[config.mk]
export PLATFORM = sky130hd
export DESIGN_NAME = uart_rx_dma_flat
export DESIGN_NICKNAME = d
export VERILOG_FILES = /design/src/rtl/uart_rx_dma_pkg.sv /design/src/rtl/uart_rx_dma_if.sv /design/src/rtl/uart_rx_dma_rx.sv /design/src/rtl/uart_rx_dma.sv /design/src/flat_wrapper.sv
export SDC_FILE = /design/constraint.sdc
export NUM_CORES = 1
export LEC_CHECK = 0
export ABC_AREA = 1
export ABC_CLOCK_PERIOD_IN_PS = 5450
export BUFFER_PORTS_ARGS = -buffer_cell sky130_fd_sc_hd__clkbuf_2
export CORE_UTILIZATION = 50
export DETAILED_ROUTE_END_ITERATION = 10
export HOLD_SLACK_MARGIN = 0.15
export PLACE_DENSITY_LB_ADDON = 0.25
export RECOVER_POWER = 25
export SETUP_SLACK_MARGIN = 0.1
export SLEW_MARGIN = 20
export SYNTH_ARGS = -nofsm -noshare
export SYNTH_HDL_FRONTEND = slang
export SYNTH_SLANG_ARGS = --single-unit
[constraint.sdc]
create_clock -name clk -period 5.45 [get_ports clk]
set_input_delay 0.2725 -clock clk [delete_from_list [all_inputs] [get_ports clk]]
set_output_delay 0.2725 -clock clk [all_outputs]
set_load 0.005 [all_outputs]
[src/rtl/uart_rx_dma_pkg.sv]
`default_nettype none
// ============================================================================
// Module      : uart_pkg
// Description : Shared types and constants for the UART RX DMA path.
// Revision    : 1.0 - initial release
// ============================================================================
package uart_pkg;

    typedef enum logic [1:0] {
        ST_IDLE  = 2'd0,
        ST_START = 2'd1,
        ST_DATA  = 2'd2,
        ST_STOP  = 2'd3
    } rx_state_t;

    localparam logic RD_SEL_DATA   = 1'b0;
    localparam logic RD_SEL_STATUS = 1'b1;

    // STATUS register layout; firmware headers mirror these positions
    localparam int STAT_COUNT_LSB     = 0;
    localparam int STAT_COUNT_W       = 5;
    localparam int STAT_EMPTY_BIT     = 5;
    localparam int STAT_FULL_BIT      = 6;
    localparam int STAT_OVERRUN_BIT   = 7;
    localparam int STAT_FRAME_ERR_BIT = 8;

    function automatic int clks_per_bit(input int clk_freq, input int baud);
        return clk_freq / baud;
    endfunction

    localparam int CLKS_PER_BIT = clks_per_bit(27_000_000, 115200);

endpackage
`default_nettype wire

[src/rtl/uart_rx_dma_if.sv]
`default_nettype none
// ============================================================================
// Module      : uart_rx_dma_if
// Description : IO-decoder read port of the UART RX buffer.
// Revision    : 1.0 - initial release
// ============================================================================
interface uart_rx_dma_if;

    logic        rd_en;
    logic        rd_sel;
    logic [31:0] rd_data;
    logic        rx_ready;

    modport master (output rd_en, output rd_sel, input rd_data, input rx_ready);
    modport slave  (input rd_en, input rd_sel, output rd_data, output rx_ready);

endinterface
`default_nettype wire

[src/rtl/uart_rx_dma_rx.sv]
`default_nettype none
// ============================================================================
// Module      : uart_rx
// Description : 8N1 deserialiser: synchroniser, framing FSM and shift register.
// Revision    : 1.0 - initial release
// ============================================================================
module uart_rx
    import uart_pkg::*;
#(
    parameter int CLKS_PER_BIT = uart_pkg::CLKS_PER_BIT
) (
    input  wire        clk,
    input  wire        reset,
    input  wire        rx,
    output logic       byte_valid,
    output logic [7:0] byte_data,
    output logic       frame_err
);

    localparam int                 c_cnt_w    = $clog2(CLKS_PER_BIT);
    localparam logic [c_cnt_w-1:0] c_bit_last = c_cnt_w'(CLKS_PER_BIT - 1);
    localparam logic [c_cnt_w-1:0] c_half_last = c_cnt_w'(CLKS_PER_BIT / 2 - 1);
    localparam logic [c_cnt_w-1:0] c_cnt_one  = c_cnt_w'(1);

    logic               r_sync1;
    logic               r_sync2;
    logic               r_prev;
    logic [1:0]         r_warm;
    rx_state_t          r_state;
    logic [c_cnt_w-1:0] r_clk_cnt;
    logic [2:0]         r_bit_idx;
    logic [7:0]         r_shift;
    logic               w_fall;

    // r_warm holds off edge detection until r_prev reflects the real line,
    // so a line already low when reset releases is not taken as a start.
    assign w_fall    = (r_warm == 2'd3) && r_prev && !r_sync2;
    assign byte_data = r_shift;

    always_ff @(posedge clk) begin
        if (reset) begin
            r_sync1    <= 1'b1;
            r_sync2    <= 1'b1;
            r_prev     <= 1'b1;
            r_warm     <= 2'd0;
            r_state    <= ST_IDLE;
            r_clk_cnt  <= '0;
            r_bit_idx  <= 3'd0;
            r_shift    <= 8'd0;
            byte_valid <= 1'b0;
            frame_err  <= 1'b0;
        end else begin
            r_sync1    <= rx;
            r_sync2    <= r_sync1;
            r_prev     <= r_sync2;
            byte_valid <= 1'b0;
            frame_err  <= 1'b0;
            if (r_warm != 2'd3) begin
                r_warm <= r_warm + 2'd1;
            end
            case (r_state)
                ST_IDLE: begin
                    if (w_fall) begin
                        r_state   <= ST_START;
                        r_clk_cnt <= '0;
                        r_bit_idx <= 3'd0;
                    end
                end
                ST_START: begin
                    if (r_clk_cnt == c_half_last) begin
                        r_clk_cnt <= '0;
                        r_state   <= r_sync2 ? ST_IDLE : ST_DATA;
                    end else begin
                        r_clk_cnt <= r_clk_cnt + c_cnt_one;
                    end
                end
                ST_DATA: begin
                    if (r_clk_cnt == c_bit_last) begin
                        r_clk_cnt <= '0;
                        r_shift   <= {r_sync2, r_shift[7:1]};
                        if (r_bit_idx == 3'd7) begin
                            r_state <= ST_STOP;
                        end else begin
                            r_bit_idx <= r_bit_idx + 3'd1;
                        end
                    end else begin
                        r_clk_cnt <= r_clk_cnt + c_cnt_one;
                    end
                end
                ST_STOP: begin
                    if (r_clk_cnt == c_bit_last) begin
                        r_clk_cnt <= '0;
                        r_state   <= ST_IDLE;
                        if (r_sync2) begin
                            byte_valid <= 1'b1;
                        end else begin
                            frame_err <= 1'b1;
                        end
                    end else begin
                        r_clk_cnt <= r_clk_cnt + c_cnt_one;
                    end
                end
                default: r_state <= ST_IDLE;
            endcase
        end
    end

endmodule
`default_nettype wire

[src/rtl/uart_rx_dma.sv]
`default_nettype none
// ============================================================================
// Module      : uart_rx_dma
// Description : UART receiver feeding a circular buffer drained over the IO window.
// Revision    : 1.0 - initial release
// ============================================================================
module uart_rx_dma
    import uart_pkg::*;
#(
    parameter int CLK_FREQ = 27_000_000,
    parameter int BAUD     = 115200,
    parameter int DEPTH    = 16
) (
    input  wire          clk,
    input  wire          reset,
    input  wire          uart_rx,
    uart_rx_dma_if.slave bus
);

    localparam int                 c_clks_per_bit = clks_per_bit(CLK_FREQ, BAUD);
    localparam int                 c_ptr_w   = $clog2(DEPTH);
    localparam logic [c_ptr_w:0]   c_depth   = (c_ptr_w + 1)'(DEPTH);
    localparam logic [c_ptr_w:0]   c_cnt_one = (c_ptr_w + 1)'(1);
    localparam logic [c_ptr_w-1:0] c_ptr_one = c_ptr_w'(1);

    logic               w_byte_valid;
    logic [7:0]         w_byte_data;
    logic               w_frame_err_evt;

    logic [7:0]         r_mem [DEPTH];
    logic [c_ptr_w-1:0] r_wr_ptr;
    logic [c_ptr_w-1:0] r_rd_ptr;
    logic [c_ptr_w:0]   r_count;
    logic               r_overrun;
    logic               r_frame_err;

    logic               w_empty;
    logic               w_full;
    logic               w_pop;
    logic               w_push;
    logic               w_overrun_evt;
    logic               w_status_rd;
    logic [31:0]        w_status;
    logic [31:0]        w_rd_mux;

    uart_rx #(
        .CLKS_PER_BIT (c_clks_per_bit)
    ) u_rx (
        .clk        (clk),
        .reset      (reset),
        .rx         (uart_rx),
        .byte_valid (w_byte_valid),
        .byte_data  (w_byte_data),
        .frame_err  (w_frame_err_evt)
    );

    assign w_empty       = (r_count == '0);
    assign w_full        = (r_count == c_depth);
    assign w_pop         = bus.rd_en && (bus.rd_sel == RD_SEL_DATA) && !w_empty;
    // A same-cycle pop frees the head slot, so a push into a full buffer still lands
    assign w_push        = w_byte_valid && (!w_full || w_pop);
    assign w_overrun_evt = w_byte_valid && w_full && !w_pop;
    assign w_status_rd   = bus.rd_en && (bus.rd_sel == RD_SEL_STATUS);
    assign bus.rx_ready  = !w_empty;

    always_comb begin
        w_status = 32'd0;
        w_status[STAT_COUNT_LSB +: STAT_COUNT_W] = STAT_COUNT_W'(r_count);
        w_status[STAT_EMPTY_BIT]     = w_empty;
        w_status[STAT_FULL_BIT]      = w_full;
        w_status[STAT_OVERRUN_BIT]   = r_overrun;
        w_status[STAT_FRAME_ERR_BIT] = r_frame_err;

        w_rd_mux = 32'd0;
        if (bus.rd_sel == RD_SEL_STATUS) begin
            w_rd_mux = w_status;
        end else if (!w_empty) begin
            w_rd_mux = 32'({1'b1, r_mem[r_rd_ptr]});
        end
    end

    always_ff @(posedge clk) begin
        if (w_push) begin
            r_mem[r_wr_ptr] <= w_byte_data;
        end
    end

    always_ff @(posedge clk) begin
        if (reset) begin
            r_wr_ptr    <= '0;
            r_rd_ptr    <= '0;
            r_count     <= '0;
            r_overrun   <= 1'b0;
            r_frame_err <= 1'b0;
            bus.rd_data <= 32'd0;
        end else begin
            if (w_push) begin
                r_wr_ptr <= r_wr_ptr + c_ptr_one;
            end
            if (w_pop) begin
                r_rd_ptr <= r_rd_ptr + c_ptr_one;
            end
            if (w_push && !w_pop) begin
                r_count <= r_count + c_cnt_one;
            end else if (!w_push && w_pop) begin
                r_count <= r_count - c_cnt_one;
            end
            // New error events take priority over the clear-on-read
            r_overrun   <= w_overrun_evt   || (r_overrun   && !w_status_rd);
            r_frame_err <= w_frame_err_evt || (r_frame_err && !w_status_rd);
            if (bus.rd_en) begin
                bus.rd_data <= w_rd_mux;
            end
        end
    end

endmodule
`default_nettype wire

[src/flat_wrapper.sv]
// flat-port wrapper written by rule: the top's interface ports become plain ports
module uart_rx_dma_flat import uart_pkg::*;
#(
    parameter int CLK_FREQ = 27_000_000,
    parameter int BAUD     = 115200,
    parameter int DEPTH    = 16
)
  (clk, reset, uart_rx, bus_rd_en, bus_rd_sel, bus_rd_data, bus_rx_ready);
  uart_rx_dma_if bus_i ();
  input  wire clk;
  input  wire reset;
  input  wire uart_rx;
  input wire logic [$bits(bus_i.rd_en)-1:0] bus_rd_en;
  input wire logic [$bits(bus_i.rd_sel)-1:0] bus_rd_sel;
  output wire logic [$bits(bus_i.rd_data)-1:0] bus_rd_data;
  output wire logic [$bits(bus_i.rx_ready)-1:0] bus_rx_ready;
  assign bus_i.rd_en = bus_rd_en;
  assign bus_i.rd_sel = bus_rd_sel;
  assign bus_rd_data = bus_i.rd_data;
  assign bus_rx_ready = bus_i.rx_ready;
  uart_rx_dma #(.CLK_FREQ(CLK_FREQ), .BAUD(BAUD), .DEPTH(DEPTH)) u_core (.clk(clk), .reset(reset), .uart_rx(uart_rx), .bus(bus_i));
endmodule
==> impl_metrics.toml <==
[power_and_ir_drop]
leakage_uw = 0.00382
p_per_area_nw_per_um2 = 361
total_power_uw = 3280
irDropWorstVdd_mv = 0.238

[flow_run]
maxCapViolCount = 1

[worst_setup_path]
slowest_delay_ns = 1.24
r2r-start = "u_core.r_count[0]$_SDFFE_PP0P_"
rr_endpoint = "u_core.r_count[4]$_SDFFE_PP0P_"
rrSetupSlack_ns = 3.07
end_kind = "flip-flop"
crit_buf_inv = 2
worstPathArrival_ns = 2.73
cp_max_fo = 37
crit_chain = "clkbuf_1 > inv_1 > nand4_1 > nor2_1"
required_ns = 5.78
cp-start-kind = "input port"
path_class = "in2reg"
crit_family = "buffers and inverters"
r2r_cells = 16
slowest_stage = "clkbuf_1"

[synthesis]
seq_area_frac_synth = 0.593
synth_area_um2 = 8370
synth_cell_types = 41
synth_ff_type = "edfxtp_1"
synth_cells = 903
async_reset_ff_frac = 0
yosysWarnings = 0
synth-seq-cells = 184
avgSynthCellArea_um2 = 9.27
synth_edf_count = 128

[floorplan]
dieArea_um2 = 17300
die_w_um = 131
io_pins = 38
core_area_um2 = 16100
dieHeight_um = 131
start_util = 0.519
rows = 46

[cells_and_area]
syn_to_final_growth_pct = 8.29
drive_gt1_frac = 0.0827
layout.cells.non_filler = 1135
num-nets-final = 927
fin_area_um2 = 9070
n_antenna_cell = 0
fill_cells = 1425

[sta]
rsz0062_at_grt = "false"
hold_slack_ns = 0.252
fmax_mhz = 416
fin_crit_sh = 0.441
drv_slew = 38
min_period_ns = 2.41
setup_violations = 0
fin_tns_setup_ns = 0
hold_viol = 0
finClkSkew_ns = 0.00871
worst_pin_slew_ns = 1.75
slew_headroom = -0.167

[route]
drt-total-wl_um = 17500
drtIter0Drc = 441
wl_per_cell_um = 15.4
via_count = 5643
drcViolationCount = 0
detail_route.vias_per_cell = 4.97
firstDrtPassIters = 5
drtAntennaViolNets = 0

[grt]
grt_pass1_wl_um = 28100
grt_max_degree = 65
grt_pass1_vias = 5249
track_usage = 0.214
gr-total-overflow = 0
antenna_found_initial = 0

[cts]
cts_setup_buffers = 0
cts_tree = "yes"
cts_buffers = 17
htreeDepth = 4
cts_sinks = 184
holdBufCountCts = 1
clk_path_buf_depth = 2
clk_latency_ns = 0.43
path_clk_slew_ns = 0.07
cts_resized = 0
clk_root_buffer_cell = "clkbuf_16"

[placement]
place_inst = 1102
gp_congestion = 0.813
port_buffers = 14
detailed_place_hpwl_um = 10900
postPlaceCellArea_um2 = 8420

[status]
violations = "max-capacitance violations, max-slew violations"
status = "complete, but fails checks"

[worst_hold_path]
min_to = "u_core.bus.rd_data[8]$_SDFFE_PP0P_"
worstHoldStart = "bus_rd_en"
hold_depth = 3
hp-class = "in2reg"
report_power, final:
part           leakage (uW)  internal [uW]  switching, uW
logic               0.00188            131            295
registers           0.00164           1500           24.9
clock network      0.000301            777            545
registers in the layout (all words and copies together), names as in the netlist, 2 cells and up, named ones only:
register,cells
u_core.r_mem,128
u_core.bus.rd_data,9
u_core.u_rx.byte_data,8
u_core.u_rx.r_clk_cnt,8
u_core.r_count,5
u_core.r_rd_ptr,4
u_core.r_wr_ptr,4
u_core.u_rx.r_bit_idx,3
u_core.u_rx.r_warm,2
cell families after synthesis:
logic type | synth area share
AND/OR/NAND/NOR | 0.216
buffers and inverters | 0.114
flip-flops | 0.593
AO/OA/AOI/OAI | 0.0447
adder cells (fa/ha/maj) | 0.0248
XOR/XNOR | 0.00732
other | 0.000448
worst max path at each step:
stage,cells past startpoint,startpoint,endpoint
finish,4,reset,u_core.u_rx.frame_err$_SDFF_PP0_
global route,15,u_core.r_count[0]$_SDFFE_PP0P_,u_core.r_count[4]$_SDFFE_PP0P_
CTS,16,u_core.r_count[0]$_SDFFE_PP0P_,u_core.r_count[4]$_SDFFE_PP0P_
detailed placement,16,u_core.r_count[0]$_SDFFE_PP0P_,u_core.r_count[4]$_SDFFE_PP0P_
global placement,15,u_core.r_count[0]$_SDFFE_PP0P_,u_core.r_count[4]$_SDFFE_PP0P_
floorplan,15,u_core.r_count[0]$_SDFFE_PP0P_,u_core.r_count[4]$_SDFFE_PP0P_
layout by cell type (no fill, tap or decap), types with 2 or more instances in the layout:
cell type and count:
nand2_1 243, inv_1 135, edfxtp_1 128, nand3_1 120, dfxtp_1 55, a21oi_1 41, nor2_1 38, conb_1 23
o21ai_0 19, clkbuf_16 17, ha_1 15, clkbuf_2 12, inv_2 9, nand2_2 5, xor2_1 5, inv_6 5
nand4_1 4, bufinv_16 4, nand2_4 3, clkinvlp_4 3, clkinv_4 3, nor2_2 2, inv_4 2, o21ai_2 2
o22ai_1 2, xnor2_1 2, nor3_1 2, clkinv_1 2, or2_2 2, clkbuf_1 2, buf_4 2
worst register-to-register path, stage by stage, from the launching register on:
cell and delay, ns:
dfxtp_1 0.37, nor2_2 0.16, nand3_1 0.09, nor2_2 0.15, nand2_2 0.08, nand2_4 0.10, inv_4 0.06, ha_1 0.19
inv_1 0.16, ha_1 0.30, a21oi_1 0.15, nand2_1 0.08, a21oi_1 0.12, o21ai_0 0.12, nand2_1 0.08, nand2_1 0.04
nor2_1 0.09
layer usage:
metal,part of all wire,up-vias,global-route usage
met5,0,-,0
met4,0.017,0,0.0685
met2,0.48,137,0.340
met3,0.054,27,0.0455
met1,0.45,2612,0.292
li1,-,2867,-
synth_stat cells (2+ instances only):
cell | instances | area share
clkinv_1 | 2 | 0.00090
buf_4 | 28 | 0.025
nand3_1 | 120 | 0.072
o21ai_2 | 2 | 0.0021
buf_8 | 2 | 0.0036
a21oi_1 | 41 | 0.025
inv_1 | 135 | 0.061
buf_2 | 14 | 0.0084
xor2_1 | 5 | 0.0052
o21ai_0 | 19 | 0.011
o22ai_1 | 2 | 0.0015
nand2_4 | 3 | 0.0040
xnor2_1 | 2 | 0.0021
edfxtp_1 | 128 | 0.46
nor2_1 | 38 | 0.017
buf_6 | 4 | 0.0054
nand2_1 | 243 | 0.11
nand2_2 | 5 | 0.0037
nand4_1 | 4 | 0.0030
nor2_2 | 2 | 0.0015
ha_1 | 15 | 0.022
inv_2 | 10 | 0.0045
dfxtp_1 | 56 | 0.13
or2_2 | 2 | 0.0015
clkbuf_1 | 4 | 0.0018
nor3_1 | 2 | 0.0012
through the flow:
step / setup WS (ns) / utilization
after detailed placement: 3.09 / 0.523
final: 3.04 / 0.563
after global placement: 3.11 / 0.522
after floorplan: 3.33 / -
after CTS: 3.07 / 0.563
after global routing: 2.79 / 0.563
layout make-up:
cell class / count / area [um2] / share of cell area
Tap cell: 216 / 270 / 0.0298
Timing Repair Buffer: 17 / 92.6 / 0.0102
Sequential cell: 184 / 4970 / 0.548
Clock inverter: 15 / 213 / 0.0235
Clock buffer: 17 / 425 / 0.0469
Multi-Input combinational cell: 537 / 2530 / 0.279
Inverter: 149 / 566 / 0.0624
Note: power is estimated with default switching activity, not from simulation.
